**src/rtl/lpc_pkg.sv**
```systemverilog
// Shared definitions for the LPC synthesis filter: defaults, accumulator width, FSM states.
// The output reduction honours LPC_SYNTH_SAT_EN (saturate) and otherwise wraps to 16 bits.
package lpc_pkg;
  localparam int ORDER_DEF     = 10;
  localparam int COEF_FRAC_DEF = 12;
  localparam int ACC_W         = 40;

  typedef enum logic [1:0] {
    ST_IDLE = 2'd0,
    ST_MAC  = 2'd1,
    ST_OUT  = 2'd2
  } state_t;

  function automatic logic signed [15:0] reduce16(input logic signed [ACC_W-1:0] v);
`ifdef LPC_SYNTH_SAT_EN
    if (v > ACC_W'(32767))       return 16'sh7fff;
    else if (v < ACC_W'(-32768)) return 16'sh8000;
    else                         return 16'(v);
`else
    return 16'(v);
`endif
  endfunction
endpackage

```
**src/rtl/lpc_hist_ring.sv**
```systemverilog
// Circular history of past outputs; rd_off=k returns the sample written k+1 writes ago.
module lpc_hist_ring #(
  parameter int DEPTH = 10,
  parameter int W     = 16,
  parameter int PW    = (DEPTH > 1) ? $clog2(DEPTH) : 1
) (
  input  logic                clk,
  input  logic                rst,
  input  logic                flush,
  input  logic                wr_en,
  input  logic signed [W-1:0] wr_data,
  input  logic [PW-1:0]       rd_off,
  output logic signed [W-1:0] rd_data
);
  logic signed [W-1:0] mem [DEPTH];
  logic [PW-1:0]       wp;
  logic [PW:0]         idx_raw;
  logic [PW-1:0]       idx;

  // Newest entry sits just behind the write pointer.
  always_comb begin
    idx_raw = {1'b0, wp} + (PW+1)'(DEPTH - 1) - {1'b0, rd_off};
    idx     = PW'((idx_raw >= (PW+1)'(DEPTH)) ? idx_raw - (PW+1)'(DEPTH) : idx_raw);
  end

  assign rd_data = mem[idx];

  always_ff @(posedge clk) begin
    if (rst || flush) begin
      wp <= '0;
      for (int i = 0; i < DEPTH; i++) mem[i] <= '0;
    end else if (wr_en) begin
      mem[wp] <= wr_data;
      wp      <= (wp == PW'(DEPTH - 1)) ? '0 : wp + 1'b1;
    end
  end
endmodule

```
**src/rtl/lpc_synth.sv**
```systemverilog
// All-pole LPC synthesis filter y[n] = e[n] - sum a_k*y[n-k], one shared multiplier,
// ORDER+2 cycles per sample. Define LPC_SYNTH_SAT_EN to saturate instead of wrap.
module lpc_synth
  import lpc_pkg::*;
#(
  parameter int ORDER     = ORDER_DEF,
  parameter int COEF_FRAC = COEF_FRAC_DEF
) (
  input  logic        clk,
  input  logic        rst,
  input  logic        coef_wr,
  input  logic [3:0]  coef_addr,
  input  logic [15:0] coef_data,
  input  logic        coef_commit,
  input  logic        flush,
  input  logic [15:0] e_in,
  input  logic        e_valid,
  output logic        e_ready,
  output logic [15:0] y_out,
  output logic        y_valid
);
  localparam int KW = (ORDER > 1) ? $clog2(ORDER) : 1;

  state_t                  state, state_nx;
  logic [KW-1:0]           k;
  logic signed [15:0]      shadow [ORDER];
  logic signed [15:0]      active [ORDER];
  logic                    pend;
  logic signed [ACC_W-1:0] acc, rnd, sh, e_ext, prod_ext;
  logic signed [31:0]      prod;
  logic signed [15:0]      hist_rd, y_nx;
  logic                    accept, last_mac, hist_wr, do_flush, do_commit;

  always_ff @(posedge clk) begin
    if (rst) state <= ST_IDLE;
    else     state <= state_nx;
  end

  always_comb begin
    state_nx = state;
    accept   = 1'b0;
    hist_wr  = 1'b0;
    do_flush = 1'b0;
    last_mac = (k == KW'(ORDER - 1));
    unique case (state)
      ST_IDLE: begin
        do_flush = flush;
        if (e_valid) begin
          accept   = 1'b1;
          state_nx = ST_MAC;
        end
      end
      ST_MAC:  if (last_mac) state_nx = ST_OUT;
      ST_OUT: begin
        hist_wr  = 1'b1;
        state_nx = ST_IDLE;
      end
      default: state_nx = ST_IDLE;
    endcase
  end

  assign e_ready = (state == ST_IDLE);

  // A commit seen mid-sample waits for the OUT->IDLE edge so one sample uses one bank.
  assign do_commit = ((state == ST_IDLE) && coef_commit) ||
                     ((state == ST_OUT) && (pend || coef_commit));

  assign e_ext    = {{(ACC_W-16){e_in[15]}}, e_in};
  assign prod     = active[k] * hist_rd;
  assign prod_ext = {{(ACC_W-32){prod[31]}}, prod};
  assign rnd      = acc + (ACC_W'(1) <<< (COEF_FRAC - 1));
  assign sh       = rnd >>> COEF_FRAC;
  assign y_nx     = reduce16(sh);

  lpc_hist_ring #(.DEPTH(ORDER), .W(16), .PW(KW)) u_ring (
    .clk     (clk),
    .rst     (rst),
    .flush   (do_flush),
    .wr_en   (hist_wr),
    .wr_data (y_nx),
    .rd_off  (k),
    .rd_data (hist_rd)
  );

  always_ff @(posedge clk) begin
    if (rst) begin
      acc     <= '0;
      k       <= '0;
      pend    <= 1'b0;
      y_out   <= '0;
      y_valid <= 1'b0;
      for (int i = 0; i < ORDER; i++) begin
        shadow[i] <= '0;
        active[i] <= '0;
      end
    end else begin
      y_valid <= 1'b0;
      if (coef_wr && (int'(coef_addr) < ORDER)) shadow[coef_addr] <= coef_data;
      if (do_commit)
        for (int i = 0; i < ORDER; i++) active[i] <= shadow[i];
      if (state == ST_OUT)                       pend <= 1'b0;
      else if (coef_commit && state != ST_IDLE)  pend <= 1'b1;
      if (accept) begin
        acc <= e_ext <<< COEF_FRAC;
        k   <= '0;
      end
      if (state == ST_MAC) begin
        acc <= acc - prod_ext;
        k   <= k + 1'b1;
      end
      if (state == ST_OUT) begin
        y_out   <= y_nx;
        y_valid <= 1'b1;
      end
    end
  end
endmodule

```
**config.mk**
```make
export PLATFORM = sky130hd
export DESIGN_NAME = lpc_synth
export DESIGN_NICKNAME = d
export VERILOG_FILES = /design/src/rtl/lpc_pkg.sv /design/src/rtl/lpc_hist_ring.sv /design/src/rtl/lpc_synth.sv
export SDC_FILE = /design/constraint.sdc
export NUM_CORES = 2
export LEC_CHECK = 0
export BUFFER_PORTS_ARGS = -buffer_cell sky130_fd_sc_hd__buf_2
export CAP_MARGIN = 20
export CELL_PAD_IN_SITES_DETAIL_PLACEMENT = 2
export CELL_PAD_IN_SITES_GLOBAL_PLACEMENT = 2
export CORE_ASPECT_RATIO = 2
export CORE_MARGIN = 2
export CORE_UTILIZATION = 46
export CTS_BUF_LIST = sky130_fd_sc_hd__clkbuf_8
export CTS_CLUSTER_DIAMETER = 120
export DETAILED_ROUTE_END_ITERATION = 10
export GPL_TIMING_DRIVEN = 0
export PLACE_DENSITY_LB_ADDON = 0.1
export SYNTH_ARGS = -nofsm -noshare
export SYNTH_HDL_FRONTEND = slang
export SYNTH_SLANG_ARGS = --single-unit
```
**constraint.sdc**
```tcl
create_clock -name clk -period 16 [get_ports clk]
set_clock_uncertainty 0.15 [all_clocks]
set_input_delay 4.8 -clock clk [delete_from_list [all_inputs] [get_ports clk]]
set_output_delay 4.8 -clock clk [all_outputs]
set_load 0.1 [all_outputs]
```
==> impl_metrics.csv <==
group,metric,value,unit
run_status,outcome,"complete, no violations",
detailed_routing,first_pass_iters,5,
clocking,postCtsSetupBuffers,0,
global_route,overflow,0,
floorplanning,die_h,403,µm
timing,worst_pin_slew,1230,ps
yosys,synth_edf_count,576,
floorplanning,coreArea,0.0791,mm²
timing,max-slew-margin-rel,0.176,
cells_and_area,synthToLayoutAreaGrowth,10.6,%
yosys,synth.area.top_cells,"edfxtp_1, fa_1, mux4_2",
yosys,yosys.area.top_type_share,0.472,
yosys,ys_types,74,
yosys,synthArstFlopShare,0,
setup_path,reg2reg_depth,45,
placed_design,dp_hpwl,106000,µm
floorplanning,dieArea,0.0821,mm²
clocking,cts.sinks,636,
run,maxCapViolCount,0,
detailed_routing,drtIter0Drc,1593,
setup_path,r2r_start,"u_ring.wp[1]$_SDFFE_PP0P_",
clocking,ctsResizeCount,0,
detailed_routing,antenna_left,0,
detailed_routing,via_count,24846,
floorplanning,io_pins,60,
detailed_routing,drc,0,
yosys,ys_ff_latch,636,
detailed_routing,wl_per_cell,31.2,µm
timing,hold_slack,311,ps
timing,drv_slew,0,
clocking,holdBufCountCts,0,
setup_path,critPathCaptureType,"flip-flop",
yosys,yosysMostFrequentCell,"edfxtp_1",
setup_path,critical_path.startpoint,"u_ring.wp[1]$_SDFFE_PP0P_",
global_route,grt_max_degree,39,
yosys,synth_area_per_cell,12.1,µm²
global_route,grt_antenna_before_repair,3,
timing,grt_setup_unrepaired,"false",
placed_design,io_buffers,58,
clocking,cts_root_buffer,"clkbuf_8",
global_route,grt_pass1_wl,195000,µm
timing,fin_tns_setup,0,ps
setup_path,crit_type,"flip-flop to flip-flop",
clocking,clock_path_buffers,3,
yosys,synth_cells,3042,
setup_path,cp_max_fo,10,
global_route,grt_usage,0.337,
setup_path,slowest_delay,700,ps
clocking,clkLatencyLatePin,810,ps
setup_path,worstPathRequired,16590,ps
floorplanning,dieWidth,204,µm
hold_path,hp-class,"flip-flop to flip-flop",
floorplanning,start_util,0.464,
yosys,syn_area,0.0367,mm²
yosys,ys.flop_type,"edfxtp_1",
setup_path,worstPathArrival,14040,ps
yosys,synth_fp_nets,3439,
setup_path,cpMaxStageDelayCell,"xnor2_2",
yosys,ys_seq_area_frac,0.504,
yosys,yosysWarnings,0,
clocking,htree_levels,3,
timing,layout_min_cycle_time,13450,ps
hold_path,holdCritStartpoint,"y_out[14]$_SDFFE_PP0P_",
clocking,clk_pin_slew,70,ps
clocking,cts_tree,"built",
timing,setup_viol_count_final,0,
setup_path,start_kind,"flip-flop",
global_route,grt_pass1_vias,29375,
timing,period_share,0.840,
yosys,synth_top_area_cell,"edfxtp_1",
cells_and_area,nNetsFinal,3622,
timing,final_hold_viol_count,0,
floorplanning,num_rows,146,
cells_and_area,fillers,7731,
cells_and_area,drive_gt1_frac,0.116,
placed_design,gp_congestion,0.883,
detailed_routing,drt-total-wl,135000,µm
clocking,cts_inserted_buffers,91,
hold_path,hold_depth,2,
detailed_routing,routed_via_density,5.72,
timing,max_freq,74.4,MHz
yosys,synth.top_cells.by_count,"edfxtp_1, nor2_1, inv_1",
==> layout by cell type (no fill, tap or decap), types with 60 or more instances in the layout <==
master and n:
a21oi_1 60, and2_1 174, buf_2 74, clkbuf_1 116, clkbuf_8 97, dfxtp_1 60
edfxtp_1 576, fa_1 259, ha_1 96, inv_1 440, mux4_2 85, nand2_1 265
nor2_1 440
==> layer usage <==
layer	wire length, µm	share of wire	global-route usage	vias to the layer above
met5	0	0	0	-
met4	10800	0.080	0.250	0
met3	5550	0.041	0.0431	367
met2	76100	0.56	0.647	842
met1	42700	0.32	0.319	13125
li1	-	-	-	10512
==> flip-flops by register name, summed over array words and instances, names as in the netlist, named ones only <==
register and count:
u_ring.mem 256, active 160, shadow 160, acc 28, y_out 16, k 4
u_ring.wp 4, state 2, pend 1, y_valid 1
==> cell families after synthesis <==
kind of cell | Yosys count | share of synthesized area
AO/OA/AOI/OAI | 230 | 0.0422
XOR/XNOR | 64 | 0.0161
adder cells (fa/ha/maj) | 355 | 0.174
buffers and inverters | 550 | 0.0577
flip-flops | 636 | 0.504
multiplexers | 162 | 0.0769
AND/OR/NAND/NOR | 1045 | 0.129
==> stage by stage <==
stage                     worst slack [ps]  instances  utilization  area [µm²]
after global placement                 394       4136        0.484       38300
after CTS                             2510       4330        0.511       40400
after global routing                  1860       4340        0.513       40500
after detailed placement              2500       4159        0.488       38600
final                                 2550       4341        0.513       40500
after floorplan                       2930       3042            -       36700
==> cell type report <==
class	instances	area, µm²	share of cell area
repair buffers	90	723	0.0178
flip-flops and latches	636	18500	0.456
inverters	408	1530	0.0378
plain buffers	142	583	0.0144
clock buffers	97	1340	0.0329
diodes	2	5.00	0.000123
clock inverters	74	447	0.0110
well taps	1036	1300	0.0320
multi-input cells	1856	16100	0.398
==> path summary, 6_finish.rpt <==
kind / endpoint / slack, ps
max reg2reg: acc[27]$_SDFFE_PP0N_ / 2550
min: y_out[14]$_SDFFE_PP0P_ / 310
min reg2reg: y_out[14]$_SDFFE_PP0P_ / 310
max: acc[27]$_SDFFE_PP0N_ / 2550
==> worst max-delay path: cells and delay by family, from the launching register on <==
kind                     cells  cell delay (ps)
AO/OA/AOI/OAI               13             2800
XOR/XNOR                     2             1090
adder cells (fa/ha/maj)     11             4800
buffers and inverters       13             2910
flip-flops                   1              330
multiplexers                 2              700
AND/OR/NAND/NOR              4              520
Power is not shown: default switching activity piles up to over one toggle a cycle in this logic, so the estimate is an artifact.
